`config.mk`:
```
export PLATFORM = sky130hd
export DESIGN_NAME = operand_fetch_stage
export DESIGN_NICKNAME = d
export VERILOG_FILES = /design/src/rtl/cpu_pkg.sv /design/src/rtl/opfetch_bypass.sv /design/src/rtl/operand_fetch_stage.sv
export SDC_FILE = /design/constraint.sdc
export NUM_CORES = 1
export LEC_CHECK = 0
export ABC_AREA = 1
export CORE_MARGIN = 2
export CORE_UTILIZATION = 55
export DETAILED_ROUTE_END_ITERATION = 6
export PLACE_DENSITY = 0.93
export SLEW_MARGIN = 20
export SYNTH_ARGS = -nofsm -noshare
export SYNTH_HDL_FRONTEND = slang
export SYNTH_HIERARCHICAL = 1
export SYNTH_SLANG_ARGS = --single-unit
```
`constraint.sdc`:
```
create_clock -name clk -period 4.9 [get_ports clk]
set_clock_uncertainty 0.15 [all_clocks]
set_input_delay 0.98 -clock clk [delete_from_list [all_inputs] [get_ports clk]]
set_output_delay 0.98 -clock clk [all_outputs]
set_load 0.005 [all_outputs]
```
`src/rtl/cpu_pkg.sv`:
```
// Shared types for the operand fetch path: register numbers, control bundle, held entry.
// Feature macro consumed downstream: OPFETCH_BYPASS_EN (write-back forwarding and refresh).
package cpu_pkg;

    localparam logic [4:0] REG_ZR = 5'd31;

    typedef logic [15:0] ctrl_t;

    typedef struct packed {
        logic [4:0]  rn;
        logic [4:0]  rm;
        logic [4:0]  rd;
        logic [63:0] a;
        logic [63:0] b;
        logic [63:0] imm;
        ctrl_t       ctrl;
    } opnd_entry_t;

    typedef enum logic [1:0] {
        ST_EMPTY = 2'd0,
        ST_ONE   = 2'd1,
        ST_FULL  = 2'd2
    } of_state_e;

    function automatic opnd_entry_t entry_zero();
        opnd_entry_t e;
        e = '0;
        return e;
    endfunction

endpackage

```
`src/rtl/opfetch_bypass.sv`:
```
// Per-operand select: XZR forces zero, otherwise write-back forwarding (OPFETCH_BYPASS_EN) or raw value.
// Purely combinational; used both at capture and for refreshing held operands.
module opfetch_bypass
    import cpu_pkg::*;
(
    input  logic [4:0]  src_i,
    input  logic [63:0] raw_i,
    input  logic        wb_we_i,
    input  logic [4:0]  wb_reg_i,
    input  logic [63:0] wb_data_i,
    output logic [63:0] opnd_o
);

`ifdef OPFETCH_BYPASS_EN
    always_comb begin
        opnd_o = raw_i;
        if (src_i == REG_ZR) begin
            opnd_o = '0;
        end else if (wb_we_i && (wb_reg_i == src_i)) begin
            opnd_o = wb_data_i;
        end
    end
`else
    // Write port is kept on the interface so both builds share one netlist boundary.
    logic unused_wb;
    assign unused_wb = ^{wb_we_i, wb_reg_i, wb_data_i};

    always_comb begin
        opnd_o = raw_i;
        if (src_i == REG_ZR) begin
            opnd_o = '0;
        end
    end
`endif

endmodule

```
`src/rtl/operand_fetch_stage.sv`:
```
// Two-entry (OUT + SKID) operand fetch register between decode and execute, 1-cycle latency.
// in_ready drops when FULL or on flush; optional OPFETCH_BYPASS_EN forwards/refreshes from write-back.
module operand_fetch_stage
    import cpu_pkg::*;
(
    input  logic        clk,
    input  logic        reset,
    input  logic        in_valid,
    output logic        in_ready,
    input  logic [4:0]  in_rn,
    input  logic [4:0]  in_rm,
    input  logic [4:0]  in_rd,
    input  logic [63:0] in_imm,
    input  logic [15:0] in_ctrl,
    input  logic [63:0] rd1,
    input  logic [63:0] rd2,
    input  logic        wb_we,
    input  logic [4:0]  wb_reg,
    input  logic [63:0] wb_data,
    input  logic        flush,
    output logic        out_valid,
    input  logic        out_ready,
    output logic [63:0] out_a,
    output logic [63:0] out_b,
    output logic [4:0]  out_rd,
    output logic [63:0] out_imm,
    output logic [15:0] out_ctrl
);

    of_state_e   state_q, state_d;
    opnd_entry_t out_q, out_d;
    opnd_entry_t skid_q, skid_d;

    logic [63:0] cap_a, cap_b;
    logic [63:0] out_a_ref, out_b_ref, skid_a_ref, skid_b_ref;
    opnd_entry_t cap_e, out_ref, skid_ref;
    logic        accept, drain;

    opfetch_bypass u_cap_a (
        .src_i(in_rn), .raw_i(rd1), .wb_we_i(wb_we), .wb_reg_i(wb_reg),
        .wb_data_i(wb_data), .opnd_o(cap_a)
    );
    opfetch_bypass u_cap_b (
        .src_i(in_rm), .raw_i(rd2), .wb_we_i(wb_we), .wb_reg_i(wb_reg),
        .wb_data_i(wb_data), .opnd_o(cap_b)
    );

    // Held operands pass through the same selector so a matching write-back overwrites them.
    opfetch_bypass u_out_a (
        .src_i(out_q.rn), .raw_i(out_q.a), .wb_we_i(wb_we), .wb_reg_i(wb_reg),
        .wb_data_i(wb_data), .opnd_o(out_a_ref)
    );
    opfetch_bypass u_out_b (
        .src_i(out_q.rm), .raw_i(out_q.b), .wb_we_i(wb_we), .wb_reg_i(wb_reg),
        .wb_data_i(wb_data), .opnd_o(out_b_ref)
    );
    opfetch_bypass u_skid_a (
        .src_i(skid_q.rn), .raw_i(skid_q.a), .wb_we_i(wb_we), .wb_reg_i(wb_reg),
        .wb_data_i(wb_data), .opnd_o(skid_a_ref)
    );
    opfetch_bypass u_skid_b (
        .src_i(skid_q.rm), .raw_i(skid_q.b), .wb_we_i(wb_we), .wb_reg_i(wb_reg),
        .wb_data_i(wb_data), .opnd_o(skid_b_ref)
    );

    assign in_ready  = reset && (state_q != ST_FULL) && !flush;
    assign out_valid = (state_q != ST_EMPTY);
    assign accept    = in_valid && in_ready;
    assign drain     = out_valid && out_ready;

    always_comb begin
        cap_e      = '0;
        cap_e.rn   = in_rn;
        cap_e.rm   = in_rm;
        cap_e.rd   = in_rd;
        cap_e.a    = cap_a;
        cap_e.b    = cap_b;
        cap_e.imm  = in_imm;
        cap_e.ctrl = in_ctrl;

        out_ref    = out_q;
        out_ref.a  = out_a_ref;
        out_ref.b  = out_b_ref;
        skid_ref   = skid_q;
        skid_ref.a = skid_a_ref;
        skid_ref.b = skid_b_ref;
    end

    always_comb begin
        state_d = state_q;
        out_d   = out_ref;
        skid_d  = skid_ref;
        case (state_q)
            ST_EMPTY: begin
                if (accept) begin
                    out_d   = cap_e;
                    state_d = ST_ONE;
                end
            end
            ST_ONE: begin
                if (accept && drain) begin
                    out_d = cap_e;
                end else if (accept) begin
                    skid_d  = cap_e;
                    state_d = ST_FULL;
                end else if (drain) begin
                    state_d = ST_EMPTY;
                end
            end
            ST_FULL: begin
                if (drain) begin
                    out_d   = skid_ref;
                    state_d = ST_ONE;
                end
            end
            default: state_d = ST_EMPTY;
        endcase
        // Flush wins over any transfer; in_ready is already low so nothing is accepted.
        if (flush) begin
            state_d = ST_EMPTY;
        end
    end

    always_ff @(posedge clk) begin
        if (!reset) begin
            state_q <= ST_EMPTY;
            out_q   <= entry_zero();
            skid_q  <= entry_zero();
        end else begin
            state_q <= state_d;
            out_q   <= out_d;
            skid_q  <= skid_d;
        end
    end

    assign out_a    = out_q.a;
    assign out_b    = out_q.b;
    assign out_rd   = out_q.rd;
    assign out_imm  = out_q.imm;
    assign out_ctrl = out_q.ctrl;

endmodule
```
==> results of run 1 <==
through the flow:
stage / area (sq um) / power (mW) / cells / util [%]
6_report: 27700 / 8.15 / 4369 / 65.8
3_3_place_gp: 26100 / 4.59 / 4286 / 62.1
3_5_place_dp: 26100 / 4.60 / 4286 / 62.1
2_1_floorplan: 23400 / 4.25 / 3712 / -
5_1_grt: 27700 / 8.41 / 4368 / 65.8
4_1_cts: 27700 / 8.18 / 4368 / 65.8
power breakdown:
part | switching [mW] | internal, mW | leakage, nW
sequential | 0.0394 | 3.72 | 3.62
clock | 1.47 | 2.13 | 0.768
combinational | 0.407 | 0.376 | 7.78
total | 1.92 | 6.23 | 12.2
worst max-delay path: cells and delay by family:
family                 cells  cell delay, ns
buffers and inverters      3            1.08
AND/OR/NAND/NOR            2            0.25
per-layer routing:
layer / share of wire [%] / track usage [%] / vias to the layer above
met5: 0.035 / 0 / -
met3: 9.1 / 6.27 / 235
li1: - / - / 11000
met2: 48 / 50.3 / 1136
met4: 5.1 / 16.2 / 4
met1: 38 / 33.1 / 10200
registers in the layout, summed over array words and instances (netlist names):
| name | cells |
|---|---|
| out_rd | 5 |
| out_ctrl | 16 |
| out_a | 64 |
| skid_q | 223 |
| out_imm | 64 |
| state_q | 2 |
| out_q | 10 |
| out_b | 64 |
layout by cell type, fill, tap and decap left out:
cell type,n
nor3b_1,1
o21ai_0,142
nor3_1,1
nand2_1,680
buf_12,11
a21oi_1,226
clkbuf_1,11
nand2_4,1
o21ai_1,82
buf_6,1
dfxtp_1,448
inv_6,4
buf_4,24
nor3_4,1
nor2_4,1
clkbuf_16,48
inv_1,611
clkdlybuf4s50_1,441
clkinv_8,1
nand3_2,7
diode_2,1
clkbuf_8,12
nor2_1,834
nor2_8,6
inv_2,1
bufinv_16,3
clkinv_2,6
a21oi_4,1
nand3_1,224
synth_stat cells:
master    number  area [sq um]
a21oi_1      226          1130
a21oi_2        1          8.76
buf_2        107           536
buf_4        213          1600
buf_6         36           405
clkbuf_1      86           323
dfxtp_1      448          8970
inv_1        611          2290
inv_2          4          15.0
nand2_1      681          2560
nand3_1      224          1120
nand3_2        7          70.1
nor2_1       835          3130
nor2_8         6           120
nor3_1         1          5.00
nor3_4         1          16.3
nor3b_1        1          7.51
o21ai_0      142           711
o21ai_1       82           410
layout make-up:
class                           count  share of cell area (%)
Sequential cell                   448                    32.4
Inverter                          615                    8.40
Clock buffer                       71                    5.09
Antenna cell                        1                 0.00905
Multi-Input combinational cell   2207                    33.7
Tap cell                          539                    2.44
Timing Repair Buffer              477                    17.4
Clock inverter                     11                   0.525
logic make-up after synthesis:
| group | Yosys count | share of synthesized area, % |
|---|---|---|
| AND/OR/NAND/NOR | 1756 | 30.0 |
| buffers and inverters | 1057 | 22.1 |
| AO/OA/AOI/OAI | 451 | 9.65 |
| flip-flops | 448 | 38.3 |
how the worst min path moves through the flow:
| stage | startpoint | endpoint | slack [ns] | cells past startpoint |
|---|---|---|---|---|
| after floorplan | out_imm[0] | out_imm[0] | 0.29 | 2 |
| after global placement | out_imm[16] | out_imm[16] | 0.30 | 2 |
| after detailed placement | out_imm[47] | out_imm[47] | 0.30 | 2 |
| after CTS | out_imm[47] | out_imm[47] | 0.31 | 2 |
| after global routing | out_imm[31] | out_imm[31] | 0.33 | 2 |
| final | out_imm[33] | out_imm[33] | 0.31 | 2 |
==> results.yml, run 1 <==
status:
  status: "complete, but fails checks"
  violations: "design-rule violations"
timing:
  setup_tns_ns: 0
  period_share_pct: 69.9
  hold-worst-slack_ns: 0.312
  tightest_slew_ns: 1.09
  fmax_mhz: 292
  setup_viol: 0
  rsz0062_at_grt: "false"
  finalMaxSlewViolations: 0
  period_minus_slack_ns: 3.43
  slew_headroom_pct: 27.1
  finalHoldViolCount: 0
  layout_setup_ws_ns: 1.47
global_routing:
  grt_overflow: 0
  antenna_found_initial: 2
  first_global_vias: 21800
  grt_use_total_pct: 29.0
  grt_max_degree: 224
  grt_pass1_wl_mm: 106
routing:
  num_vias: 22600
  drt_iter0_drc: 2371
  dr.pass1.iters: 7
  avgRoutedWirePerCell_microns: 15.1
  drcViolationCount: 11
  wl_mm: 66.1
  avgViaCountPerCell: 5.17
  ant_nets: 0
critical_path:
  start_kind: "input pin"
  r2r_start: "state_q[0]"
  cp-endpoint: "in_ready"
  r2r_setup_slack_ns: 2.16
  r2r_end: "skid_q[33]"
  critPathLaunch: "flush"
  cp_cell_sequence: "clkdlybuf4s50_1 > inv_1 > nand2_1 > nor2_1 > clkdlybuf4s50_1"
  cp_common_cell: "clkdlybuf4s50_1"
  critical_path_class: "in2out"
  crit_arrival_ns: 2.30
  cp-end-kind: "output pin"
  max_stage_delay_ns: 0.60
  worstPathRequired_ns: 3.77
  ff2ff_path_depth: 7
  path_max_fanout: 3
  crit_slowest_cell: "clkdlybuf4s50_1"
clock_network:
  cts_setup_buffers: 0
  cts_sinks: 448
  cts_inserted_buffers: 47
  cts_buffer_depth: 3
  htree_levels: 2
  clockRootBuffer: "clkbuf_16"
  clk_pin_slew_ns: 0.06
  ctsResizeCount: 0
  cts_hold_buf: 0
  clock_latency_ns: 0.58
  cts_tree: "done"
finish:
  fillCellCount: 3355
  fin_nets: 4094
  seq_area_sq_mm: 0.00897
  drive_gt1_share_pct: 3.34
  syn_to_final_growth_pct: 18.1
  multi_input_area_sq_mm: 0.00931
logic_synthesis:
  avgSynthCellArea_sq_um: 6.31
  syn_nets: 4010
  ys_seq_elements: 448
  netlist_instances: 3712
  yosysSeqAreaShare_pct: 38.3
  synth.distinct_cells: 19
  synth_warnings: 6
  syn_area_sq_mm: 0.0234
placement:
  place_ws_ns: 1.29
  place_congestion: 0.858
  portBuffers: 442
  dp_hpwl_mm: 39.2
power:
  ir_drop_v: 0.000268
  p_per_area_mw_per_mm2: 294
  p_leak_nw: 12.2
run:
  max-cap-violations: 0
die:
  fp.dieW_microns: 210
  fp-row-count: 75
  coreArea_sq_mm: 0.0420
  initial_core_util_pct: 55.7
  die_h_microns: 210
  ios: 513
  dieArea_sq_mm: 0.0443
min_path:
  hold_path.class: "reg2reg"
Note: power is estimated with default switching activity, not from simulation.
==> inputs of run 2 (changes only) <==
--- a/config.mk
+++ b/config.mk
@@ -7,9 +7,9 @@
 export LEC_CHECK = 0
 export ABC_AREA = 1
 export CORE_MARGIN = 2
-export CORE_UTILIZATION = 55
+export CORE_UTILIZATION = 52
 export DETAILED_ROUTE_END_ITERATION = 6
-export PLACE_DENSITY = 0.93
+export PLACE_DENSITY = 0.89
 export SLEW_MARGIN = 20
 export SYNTH_ARGS = -nofsm -noshare
 export SYNTH_HDL_FRONTEND = slang
==> constraint.sdc (replaced) <==
create_clock -name clk -period 3.3 [get_ports clk]
set_clock_uncertainty 0.15 [all_clocks]
set_input_delay 0.66 -clock clk [delete_from_list [all_inputs] [get_ports clk]]
set_output_delay 0.66 -clock clk [all_outputs]
set_load 0.005 [all_outputs]
==> results.yml, run 2 (same netlist as run 1, synthesis figures left out) <==
clock_network:
  cts_setup_buffers: 0
  clk_pin_slew_ns: 0.05
  cts_hold_buf: 0
  clockRootBuffer: "clkbuf_16"
  cts_tree: "done"
  cts_buffer_depth: 3
  htree_levels: 2
  cts_inserted_buffers: 48
  clock_latency_ns: 0.57
  ctsResizeCount: 0
  cts_sinks: 448
die:
  ios: 513
  die_h_microns: 216
  fp-row-count: 77
  initial_core_util_pct: 52.9
  fp.dieW_microns: 216
  coreArea_sq_mm: 0.0443
  dieArea_sq_mm: 0.0468
critical_path:
  cp-end-kind: "output pin"
  crit_arrival_ns: 1.97
  worstPathRequired_ns: 2.49
  max_stage_delay_ns: 0.59
  cpLargestDelayFamily: "buffers and inverters"
  critical_path_class: "in2out"
  critPathLaunch: "flush"
  start_kind: "input pin"
  crit_slowest_cell: "clkdlybuf4s50_1"
  path_max_fanout: 3
  cp_cell_sequence: "clkdlybuf4s50_1 > inv_1 > nand2_1 > nor2_1 > clkdlybuf4s50_1"
  cp_num_buf_inv: 3
  cp_common_cell: "clkdlybuf4s50_1"
  r2r_start: "state_q[0]"
timing:
  period_share_pct: 84.1
  finalMaxSlewViolations: 0
  slew_headroom_pct: 21.3
  tightest_slew_ns: 1.18
  rsz0062_at_grt: "false"
  fmax_mhz: 360
  period_minus_slack_ns: 2.78
  setup_tns_ns: 0
  setup_viol: 0
  finalHoldViolCount: 0
finish:
  syn_to_final_growth_pct: 19.0
  top_register: "skid_q"
  drive_gt1_share_pct: 3.47
  layoutNonFillerInstCount: 4428
  final_common_cell: "nor2_1"
  largest_reg_flops: 223
  fin_nets: 4097
  utilization_pct: 62.9
  mostFrequentLayoutCells: "nor2_1, nand2_1, inv_1, dfxtp_1, clkdlybuf4s50_1"
min_path:
  hold_start: "reset"
  hold_path.class: "in2reg"
placement:
  portBuffers: 442
  place_inst: 4341
  place_congestion: 0.829
  dp_hpwl_mm: 38.3
routing:
  num_vias: 22100
  avgRoutedWirePerCell_microns: 14.5
  drcViolationCount: 0
  ant_nets: 0
  drt_iter0_drc: 2142
  dr.pass1.iters: 6
  avgViaCountPerCell: 4.99
  wl_mm: 64.1
global_routing:
  antenna_found_initial: 7
  use_met2_pct: 44.8
  grt_util_met1_pct: 31.8
  top_usage_layer: "met2"
  grt_max_degree: 224
  grt_overflow: 0
  grt_pass1_wl_mm: 104
  grt_use_total_pct: 26.7
  met3_usage_pct: 6.75
  first_global_vias: 21000
power:
  internal_power_mw: 9.29
  p_leak_nw: 12.2
  pwr-share-comb_pct: 9.5
  p_switching_mw: 2.87
  p_sw_share_pct: 23.6
  p_clk_share_pct: 44.7
  p_per_area_mw_per_mm2: 436
  ir_drop_v: 0.000368
  p_total_mw: 12.2
  power_frac_seq_pct: 45.8
status:
  status: "finished, final reports clean"
run:
  max-cap-violations: 0
run 2: changes by cell type in the layout (fill, tap and decap cells not counted):
cell	previous run	this run
clkbuf_16	48	49
buf_12	11	21
diode_2	1	3
clkinv_8	1	0
clkbuf_1	11	10
clkinv_2	6	9
buf_4	24	16
run 2: path summary, 6_finish.rpt:
| path | to | cells past startpoint | slack [ns] |
|---|---|---|---|
| max | in_ready | 5 | 0.52 |
| max reg2reg | out_imm[41] | 8 | 0.83 |
| min | skid_q[186] | 3 | 0.30 |
| min reg2reg | out_ctrl[10] | 2 | 0.31 |
run 2: through the flow:
stage | hold slack, ns | instance area (sq um) | worst slack (ns)
floorplan | 0.290 | 23400 | 1.12
global placement | 0.297 | 26300 | 0.448
detailed placement | 0.303 | 26300 | 0.376
CTS | 0.261 | 27900 | 0.533
global route | 0.283 | 27900 | 0.455
finish | 0.300 | 27900 | 0.523
run 2: power groups by stage:
| stage | Sequential (mW) | Combinational, mW | Clock, mW |
|---|---|---|---|
| 2_1_floorplan | 5.68 | 0.640 | 0 |
| 3_3_place_gp | 5.69 | 1.13 | 0 |
| 3_5_place_dp | 5.69 | 1.14 | 0 |
| 4_1_cts | 5.57 | 1.15 | 5.53 |
| 5_1_grt | 5.58 | 1.26 | 5.75 |
| 6_report | 5.57 | 1.15 | 5.44 |
run 2: layout make-up:
| type | instances | area, sq um |
|---|---|---|
| Fill cell | 3811 | 16400 |
| Multi-Input combinational cell | 2207 | 9310 |
| Sequential cell | 448 | 8970 |
| Timing Repair Buffer | 479 | 4970 |
| Inverter | 615 | 2320 |
| Clock buffer | 71 | 1430 |
| Tap cell | 592 | 741 |
| Clock inverter | 13 | 144 |
| Antenna cell | 3 | 7.51 |
run 2: tightest hold or removal path, delay by kind of cell:
| kind | cells | cell delay (ns) |
|---|---|---|
| buf+inv | 1 | 0.16 |
| compound gates | 1 | 0.09 |
| simple gates | 1 | 0.04 |
run 2: per-layer routing:
layer  vias to the layer above  wire (microns)
met5                         -              56
li1                      11000               -
met4                         8            2910
met2                       938           30000
met3                       197            5650
met1                      9919           25500
